## config.mk

```make
export PLATFORM = sky130hd
export DESIGN_NAME = timer_periph
export DESIGN_NICKNAME = d
export VERILOG_FILES = /design/src/rtl/timer_periph.sv
export SDC_FILE = /design/constraint.sdc
export NUM_CORES = 1
export LEC_CHECK = 0
export CORE_MARGIN = 5
export CORE_UTILIZATION = 50
export CTS_CLUSTER_SIZE = 8
export DETAILED_ROUTE_END_ITERATION = 10
export PLACE_DENSITY = 0.79
export SLEW_MARGIN = 20
export SYNTH_ARGS = -nofsm -noshare
export SYNTH_HDL_FRONTEND = slang
export SYNTH_SLANG_ARGS = --single-unit
```

## constraint.sdc

```tcl
create_clock -name PCLK -period 3.1 [get_ports PCLK]
set_input_delay 0.62 -clock PCLK [delete_from_list [all_inputs] [get_ports PCLK]]
set_output_delay 0.62 -clock PCLK [all_outputs]
set_load 0.1 [all_outputs]
```

## src/rtl/timer_periph.sv

```systemverilog
// timer_periph: APB slave timer with a prescaled auto-reload up-counter, an update flag with
// level interrupt, and an optional PWM compare output.
//
// Build option: define TIMER_PWM_EN to include the CCR register and the PWM output; otherwise
// offset 0x14 reads 0 and pwm_out is tied low.
//
// Ports:
//   PCLK     - sole clock
//   PRESET   - asynchronous active-low reset
//   PADDR    - APB address, only bits [4:2] decoded
//   PWDATA   - APB write data (bits above the field width ignored)
//   PWRITE   - 1 = write, 0 = read
//   PENABLE  - APB access phase
//   PSEL     - slave select
//   PRDATA   - read data, driven only while PREADY is high, otherwise 0
//   PREADY   - registered, high for one cycle per transfer (one wait state)
//   irq      - UIF & IRQ_EN, level
//   pwm_out  - registered EN & (TCNT < CCR), or 0 without TIMER_PWM_EN
//
// Register map (word offsets):
//   0x00 TCR  [0] EN, [1] CLR (write-1 pulse, reads 0), [2] IRQ_EN
//   0x04 PSC  prescale, tick every PSC+1 enabled cycles
//   0x08 ARR  auto-reload limit
//   0x0C TCNT counter, read-only
//   0x10 TSR  [0] UIF, write 1 to clear
//   0x14 CCR  PWM compare (TIMER_PWM_EN only)
module timer_periph #(
    parameter int unsigned CNT_W = 16,
    parameter int unsigned PSC_W = 16
) (
    input  logic        PCLK,
    input  logic        PRESET,
    input  logic [31:0] PADDR,
    input  logic [31:0] PWDATA,
    input  logic        PWRITE,
    input  logic        PENABLE,
    input  logic        PSEL,
    output logic [31:0] PRDATA,
    output logic        PREADY,
    output logic        irq,
    output logic        pwm_out
);

    // Register state
    logic             pready_q, pready_d;
    logic             en_q, en_d;
    logic             irq_en_q, irq_en_d;
    logic [PSC_W-1:0] psc_q, psc_d;
    logic [PSC_W-1:0] psc_cnt_q, psc_cnt_d;
    logic [CNT_W-1:0] arr_q, arr_d;
    logic [CNT_W-1:0] tcnt_q, tcnt_d;
    logic             uif_q, uif_d;

    // Decode
    logic       access;
    logic       wr_en;
    logic [2:0] idx;
    logic       wr_tcr, wr_psc, wr_arr, wr_tsr;
    logic       clr;
    logic       tick;
    logic       wrap;
    logic       update;
    logic [31:0] rdata;

    // Address/data bits outside the decoded fields are intentionally ignored.
    logic unused_bits;
    assign unused_bits = ^{PADDR[31:5], PADDR[1:0], PWDATA};

    assign access = PSEL & PENABLE;
    // Writes commit at the edge that ends the PREADY=1 cycle.
    assign wr_en  = access & pready_q & PWRITE;
    assign idx    = PADDR[4:2];
    assign wr_tcr = wr_en && (idx == 3'd0);
    assign wr_psc = wr_en && (idx == 3'd1);
    assign wr_arr = wr_en && (idx == 3'd2);
    assign wr_tsr = wr_en && (idx == 3'd4);

    assign clr    = wr_tcr & PWDATA[1];
    assign tick   = en_q & (psc_cnt_q == psc_q);
    // >= rather than == so a reduced ARR wraps on the next tick instead of running out.
    assign wrap   = (tcnt_q >= arr_q);
    // CLR suppresses any update that would coincide with it.
    assign update = tick & wrap & ~clr;

`ifdef TIMER_PWM_EN
    logic [CNT_W-1:0] ccr_q, ccr_d;
    logic             pwm_q, pwm_d;
    logic             wr_ccr;

    assign wr_ccr  = wr_en && (idx == 3'd5);
    assign ccr_d   = wr_ccr ? PWDATA[CNT_W-1:0] : ccr_q;
    assign pwm_d   = en_q & (tcnt_q < ccr_q);
    assign pwm_out = pwm_q;

    always_ff @(posedge PCLK or negedge PRESET) begin
        if (!PRESET) begin
            ccr_q <= '0;
            pwm_q <= 1'b0;
        end else begin
            ccr_q <= ccr_d;
            pwm_q <= pwm_d;
        end
    end
`else
    assign pwm_out = 1'b0;
`endif

    always_comb begin
        // Only the first sampled access cycle raises PREADY; it then drops for one cycle.
        pready_d  = access & ~pready_q;
        en_d      = wr_tcr ? PWDATA[0] : en_q;
        irq_en_d  = wr_tcr ? PWDATA[2] : irq_en_q;
        psc_d     = wr_psc ? PWDATA[PSC_W-1:0] : psc_q;
        arr_d     = wr_arr ? PWDATA[CNT_W-1:0] : arr_q;

        psc_cnt_d = psc_cnt_q;
        tcnt_d    = tcnt_q;
        if (clr) begin
            psc_cnt_d = '0;
            tcnt_d    = '0;
        end else if (tick) begin
            psc_cnt_d = '0;
            tcnt_d    = wrap ? '0 : tcnt_q + CNT_W'(1);
        end else if (en_q) begin
            psc_cnt_d = psc_cnt_q + PSC_W'(1);
        end

        // Set wins over a simultaneous write-1-to-clear.
        uif_d = uif_q;
        if (update) begin
            uif_d = 1'b1;
        end else if (wr_tsr && PWDATA[0]) begin
            uif_d = 1'b0;
        end
    end

    always_ff @(posedge PCLK or negedge PRESET) begin
        if (!PRESET) begin
            pready_q  <= 1'b0;
            en_q      <= 1'b0;
            irq_en_q  <= 1'b0;
            psc_q     <= '0;
            psc_cnt_q <= '0;
            arr_q     <= '0;
            tcnt_q    <= '0;
            uif_q     <= 1'b0;
        end else begin
            pready_q  <= pready_d;
            en_q      <= en_d;
            irq_en_q  <= irq_en_d;
            psc_q     <= psc_d;
            psc_cnt_q <= psc_cnt_d;
            arr_q     <= arr_d;
            tcnt_q    <= tcnt_d;
            uif_q     <= uif_d;
        end
    end

    // Read mux; fields are zero-extended, CLR always reads 0.
    always_comb begin
        rdata = '0;
        case (idx)
            3'd0:    rdata = {29'd0, irq_en_q, 1'b0, en_q};
            3'd1:    rdata = 32'(psc_q);
            3'd2:    rdata = 32'(arr_q);
            3'd3:    rdata = 32'(tcnt_q);
            3'd4:    rdata = {31'd0, uif_q};
`ifdef TIMER_PWM_EN
            3'd5:    rdata = 32'(ccr_q);
`endif
            default: rdata = '0;
        endcase
    end

    assign PREADY = pready_q;
    assign PRDATA = pready_q ? rdata : 32'd0;
    assign irq    = uif_q & irq_en_q;

endmodule

```

==> results.sh, run 1 <==
export IMPL_status="finished, final reports clean"
export IMPL_antenna_left=0
export IMPL_design_area_sq_mm=0.00509
export IMPL_cp_cell_sequence="clkdlybuf4s50_1 -> buf_12 -> nor2b_1 -> buf_4 -> a22oi_1 -> nor2_1 -> buf_12"
export IMPL_fin_hold_ws_ns=0.457
export IMPL_end_kind="primary output"
export IMPL_floorplan_initialDensity_pct=50.9
export IMPL_path_class="in2out"
export IMPL_synth_edf_count=0
export IMPL_synth_warning_count=0
export IMPL_worst_setup_path_start_kind="primary input"
export IMPL_cts_resized=0
export IMPL_area_growth_pct=22.4
export IMPL_coreArea_sq_mm=0.00818
export IMPL_drt_iter0_drc=237
export IMPL_crit_path_frequent_cell="buf_12"
export IMPL_grt_overflow_total=0
export IMPL_crit_slowest_cell="clkdlybuf4s50_1"
export IMPL_postCtsSetupRepairBufs=0
export IMPL_clock_sinks=68
export IMPL_insertion_delay_ns=0.36
export IMPL_yosysSeqAreaShare_pct=40.9
export IMPL_row_count=33
export IMPL_die_area_sq_mm=0.0102
export IMPL_finalCriticalPeriod_ns=2.89
export IMPL_place_gp_congestion=0.897
export IMPL_grt_pass1_vias=3419
export IMPL_synth_most_common_cell="dfrtp_1"
export IMPL_drive_gt1_share_pct=20.7
export IMPL_ios=104
export IMPL_holdCritPathClass="in2async"
export IMPL_clock_skew_ns=0.00879
export IMPL_cp_required_ns=2.48
export IMPL_cts_hold_buf=0
export IMPL_netlist_instances=437
export IMPL_synth_area_sq_mm=0.00416
export IMPL_hpwl_microns=7680
export IMPL_drv_slew=0
export IMPL_arrival_ns=2.27
export IMPL_die_h_microns=101
export IMPL_grt_max_degree=69
export IMPL_rsz0062_at_grt="no"
export IMPL_via_per_inst=5.74
export IMPL_worst_ir_drop_vdd_mv=0.233
export IMPL_cts_buffers_inserted=9
export IMPL_ff2ff_path_depth=9
export IMPL_synth_top_area_cell="dfrtp_1"
export IMPL_grt_first_pass_wirelength_microns=17400
export IMPL_tightest_slew_ns=0.846
export IMPL_num_antenna_cells=0
export IMPL_synth_async_reset_ratio_pct=100
export IMPL_cts_buffer_depth=2
export IMPL_p_leak_nw=2.30
export IMPL_power_density_mw_per_mm2=457
export IMPL_max_cap_violations=0
export IMPL_cts_tree="done"
export IMPL_nNetsFinal=576
export IMPL_drc=0
export IMPL_synth_ff_type="dfrtp_1"
export IMPL_netlist_top_cells_area="dfrtp_1 41%, mux2_2 8.9%, ha_1 5.4%"
export IMPL_cp_max_fo=13
export IMPL_wire_per_inst_microns=17.3
export IMPL_wirelength_microns=10300
export IMPL_dp_slack_ns=0.175
export IMPL_power_mw=2.33
export IMPL_synth_top_cell_area_share_pct=40.9
export IMPL_timing_final_ws_setup_ns=0.210
export IMPL_critPathMaxStageDelay_ns=0.56
export IMPL_finalHoldViolations=0
export IMPL_clk_pin_slew_ns=0.07
export IMPL_clk_root_buffer_cell="clkbuf_8"
export IMPL_fin_crit_sh_pct=93.2
export IMPL_gr_usage_all_layers_pct=21.8
export IMPL_regToRegSetupSlack_ns=0.47
export IMPL_post_synth_most_frequent_cells="68 x dfrtp_1, 44 x nand2_1, 39 x nor2_1"
export IMPL_first_pass_iters=4
export IMPL_fp_dieW_microns=101
export IMPL_slew_headroom_pct=43.6
export IMPL_r2r_end="tcnt_q[5]$_DFFE_PN0P_"
export IMPL_fmax_mhz=346
export IMPL_htreeDepth=3
export IMPL_vias=3424
export IMPL_placed_area_sq_mm=0.00488
export IMPL_setup_violations=0
export IMPL_synthDistinctLibCells=47
export IMPL_synth_ff_latch_count=68
export IMPL_portBuffers=41
export IMPL_r2r_start="tcnt_q[0]$_DFFE_PN0P_"
export IMPL_antenna_found_initial=0
export IMPL_synth_avg_cell_area_sq_um=9.52
[routing by layer]
| layer | GRT usage, % | vias to the layer above | part of all wire [%] |
|---|---|---|---|
| li1 | - | 1615 | - |
| met1 | 29.0 | 1675 | 42 |
| met2 | 35.0 | 119 | 49 |
| met3 | 5.10 | 15 | 7.0 |
| met4 | 7.36 | 0 | 2.0 |
| met5 | 0 | - | 0 |
[layout make-up]
cell class	instances	area, sq um
fill	653	3080
multi-input combinational	327	2250
sequential	68	1700
timing repair buffer	59	708
clock buffer	13	179
tap	105	131
inverter	24	90.1
clock inverter	1	30.0
[worst max path at each step]
stage	slack, ns	depth (start not counted)	start	endpoint
3_5_place_dp	0.17	6	PADDR[2]	psc_cnt_q[13]$_DFFE_PN0P_
2_1_floorplan	-0.33	5	PADDR[3]	PRDATA[5]
6_report	0.21	7	PADDR[3]	PRDATA[6]
4_1_cts	0.22	7	PADDR[3]	PRDATA[6]
5_1_grt	0.07	7	PADDR[3]	PRDATA[7]
3_3_place_gp	0.17	6	PADDR[2]	psc_cnt_q[13]$_DFFE_PN0P_
[sequential cells by signal, indices dropped and copies added, names as in the netlist]
name and flops:
arr_q 16, tcnt_q 16, irq_en_q 1, PREADY 1, en_q 1, uif_q 1
psc_q 16, psc_cnt_q 16
[metrics by stage]
stage               utilization (%)  TNS, ns  cells
global placement               59.7        0    583
global route                   62.3        0    597
floorplan                         -    -1.92    453
finish                         62.3        0    597
CTS                            62.3        0    597
detailed placement             59.7        0    583
[kinds of logic (layout without fill, tap and decap cells)]
kind of cell / after synthesis / after routing / share of synthesized area, %
AOI/OAI and AO/OA: 80 / 80 / 12.4
xor gates and xnor gates: 29 / 29 / 6.11
adders and majority gates: 18 / 18 / 5.41
buffers and inverters: 58 / 97 / 7.25
DFF: 68 / 68 / 40.9
muxes: 35 / 35 / 10.0
other: 1 / 17 / 0.0901
and+or+nand+nor: 148 / 148 / 17.8
[cell usage in the layout, fill, tap and decap left out, drive strengths merged, types with 2 or more instances in the layout]
cell type / count
xor2: 12
and2: 2
or4: 7
nor3: 6
nor4: 3
and3: 5
clkdlybuf4s50: 22
nand3: 10
o31ai: 11
buf: 37
mux2: 33
o21ai: 30
o211ai: 3
nor2b: 2
nor2: 39
ha: 18
nand4: 15
or2: 2
nand2: 44
and4: 3
clkbuf: 13
inv: 24
nand2b: 6
a22oi: 14
conb: 17
xnor2: 17
dfrtp: 68
mux4: 2
a21oi: 14
[critical path: cells and delay by family]
family                 cells  cell delay (ns)
AOI/OAI and AO/OA          1             0.12
buffers and inverters      4             1.13
and+or+nand+nor            2             0.38
[power by group]
group | leakage (nW) | internal [mW] | switching (mW)
Clock | 0.108 | 0.451 | 0.323
Combinational | 1.33 | 0.191 | 0.318
Sequential | 0.864 | 0.960 | 0.0861
No activity file was read; power rests on OpenSTA's default activity.
==> run 2: changes to the inputs <==
- CTS_CLUSTER_SIZE: 8 -> 16
- TNS_END_PERCENT: default -> 20
==> run 2 against run 1 <==
Combinational power down 1%. Via count up 2.2%. Hold slack worse by 0.10 ns. Clock skew down 0.0013 ns. Utilization down 0.092 points. Sequential cell count unchanged. Routed wire length up 2.1%. Count of clock-buffer cells in the layout down 3. First-iteration DRC count down 37%. Clock power up 8.2%. Highest routed layer unchanged.
==> results.sh, run 2 (same netlist as run 1, synthesis figures left out) <==
export IMPL_placed_area_sq_mm=0.00486
export IMPL_cp_max_fo=9
export IMPL_wire_per_inst_microns=17.6
export IMPL_fin_util_pct=62.2
export IMPL_floorplan_initialDensity_pct=50.9
export IMPL_vias=3500
export IMPL_wirelength_microns=10600
export IMPL_p_leak_nw=2.31
export IMPL_grt_busiest_layer="met2"
export IMPL_cts_buffer_depth=2
export IMPL_cts_buffers_inserted=9
export IMPL_drv_slew=0
export IMPL_holdCritPathClass="in2async"
export IMPL_globalRouteMet3Util_pct=4.96
export IMPL_htreeDepth=3
export IMPL_clock_sinks=68
export IMPL_cts_hold_buf=0
export IMPL_nNetsFinal=577
export IMPL_met2_usage_pct=35.2
export IMPL_fp_dieW_microns=101
export IMPL_via_per_inst=5.83
export IMPL_finalCriticalPeriod_ns=2.98
export IMPL_end_kind="primary output"
export IMPL_clock_skew_ns=0.00751
export IMPL_max_cap_violations=0
export IMPL_hpwl_microns=7820
export IMPL_ios=104
export IMPL_cts_tree="done"
export IMPL_gr_usage_met1_pct=29.1
export IMPL_fin_hold_ws_ns=0.356
export IMPL_coreArea_sq_mm=0.00818
export IMPL_final_cell_mix="68 x dfrtp_1, 44 x nand2_1, 37 x nor2_1"
export IMPL_worst_ir_drop_vdd_mv=0.213
export IMPL_drt_iter0_drc=149
export IMPL_drive_gt1_share_pct=19.8
export IMPL_setup_violations=0
export IMPL_slew_headroom_pct=45.5
export IMPL_cts_resized=0
export IMPL_design_area_sq_mm=0.00509
export IMPL_place_gp_congestion=0.925
export IMPL_arrival_ns=2.36
export IMPL_critPathMaxStageDelay_ns=0.63
export IMPL_portBuffers=41
export IMPL_rsz0062_at_grt="no"
export IMPL_tightest_slew_ns=0.817
export IMPL_finalHoldViolations=0
export IMPL_antenna_found_initial=0
export IMPL_die_h_microns=101
export IMPL_status="finished, final reports clean"
export IMPL_grt_pass1_vias=3495
export IMPL_num_antenna_cells=0
export IMPL_clk_pin_slew_ns=0.07
export IMPL_grt_first_pass_wirelength_microns=17400
export IMPL_worst_setup_path_start_kind="primary input"
export IMPL_drc=0
export IMPL_antenna_left=0
export IMPL_gr_usage_all_layers_pct=21.7
export IMPL_final_common_cell="dfrtp_1"
export IMPL_cp_required_ns=2.48
export IMPL_area_growth_pct=22.3
export IMPL_first_pass_iters=5
export IMPL_grt_overflow_total=0
export IMPL_path_class="in2out"
export IMPL_die_area_sq_mm=0.0102
export IMPL_clk_root_buffer_cell="clkbuf_8"
export IMPL_fmax_mhz=336
export IMPL_postCtsSetupRepairBufs=0
export IMPL_crit_slowest_cell="clkdlybuf4s50_1"
export IMPL_insertion_delay_ns=0.35
export IMPL_grt_max_degree=37
export IMPL_row_count=33
export IMPL_power_density_mw_per_mm2=469
export IMPL_power_mw=2.38
export IMPL_fin_crit_sh_pct=96.0
export IMPL_cp_cell_sequence="clkdlybuf4s50_1 -> buf_4 -> mux2_2 -> a22oi_1 -> nor2_1 -> buf_12"
run 2: cell count changes in the layout (fill, tap and decap cells not counted), sizes merged:
cell and change:
bufinv +1, clkbuf -3, buf +1, clkinvlp +1, clkinv +2, inv +1
run 2: path summary, 6_finish.rpt:
check / from / endpoint / slack (ns) / cells past startpoint
worst max-delay path: PADDR[3] / PRDATA[7] / 0.12 / 6
max in group asynchronous: PRESET / arr_q[3]$_DFFE_PN0P_ / 1.99 / 2
worst min-delay path: PRESET / PREADY$_DFF_PN0_ / 0.36 / 1
worst min register to register: PREADY$_DFF_PN0_ / PREADY$_DFF_PN0_ / 0.52 / 1
worst max register to register: tcnt_q[0]$_DFFE_PN0P_ / tcnt_q[5]$_DFFE_PN0P_ / 0.49 / 9
min in group PCLK: PREADY$_DFF_PN0_ / PREADY$_DFF_PN0_ / 0.52 / 1
run 2: layer usage:
layer | vias to the layer above | share of wire [%]
li1 | 1620 | -
met1 | 1735 | 43
met4 | 0 | 1.3
met3 | 14 | 6.2
met2 | 131 | 50
met5 | - | 0
run 2: power breakdown:
group | internal [mW] | switching [mW] | leakage (nW)
Clock | 0.475 | 0.362 | 0.113
Sequential | 0.959 | 0.0849 | 0.864
Combinational | 0.189 | 0.314 | 1.33
run 2: metrics by stage:
stage	TNS, ns	instances	setup slack [ns]
after floorplan	-3.33	453	-0.328
after global placement	0	584	0.138
after detailed placement	0	584	0.132
after CTS	0	600	0.134
after global routing	0	600	0.00431
final	0	600	0.125
run 2: layout make-up:
| cell class | instances | area [sq um] |
|---|---|---|
| inverters | 24 | 90.1 |
| multi-input cells | 327 | 2240 |
| clock buffers | 10 | 138 |
| clock inverters | 6 | 86.3 |
| flip-flops and latches | 68 | 1700 |
| fillers | 691 | 3090 |
| repair buffers | 60 | 703 |
| well taps | 105 | 131 |
run 2: worst max-delay path, delay by kind of cell:
family / cells / cell delay, ns
compound gates: 1 / 0.20
buf+inv: 3 / 1.07
mux: 1 / 0.35
simple gates: 1 / 0.11
==> run 3: changes to the inputs <==
- TNS_END_PERCENT: 20 -> default
==> results of run 3 <==
No change in the layout: final DEF, timing and power equal those of run 1.
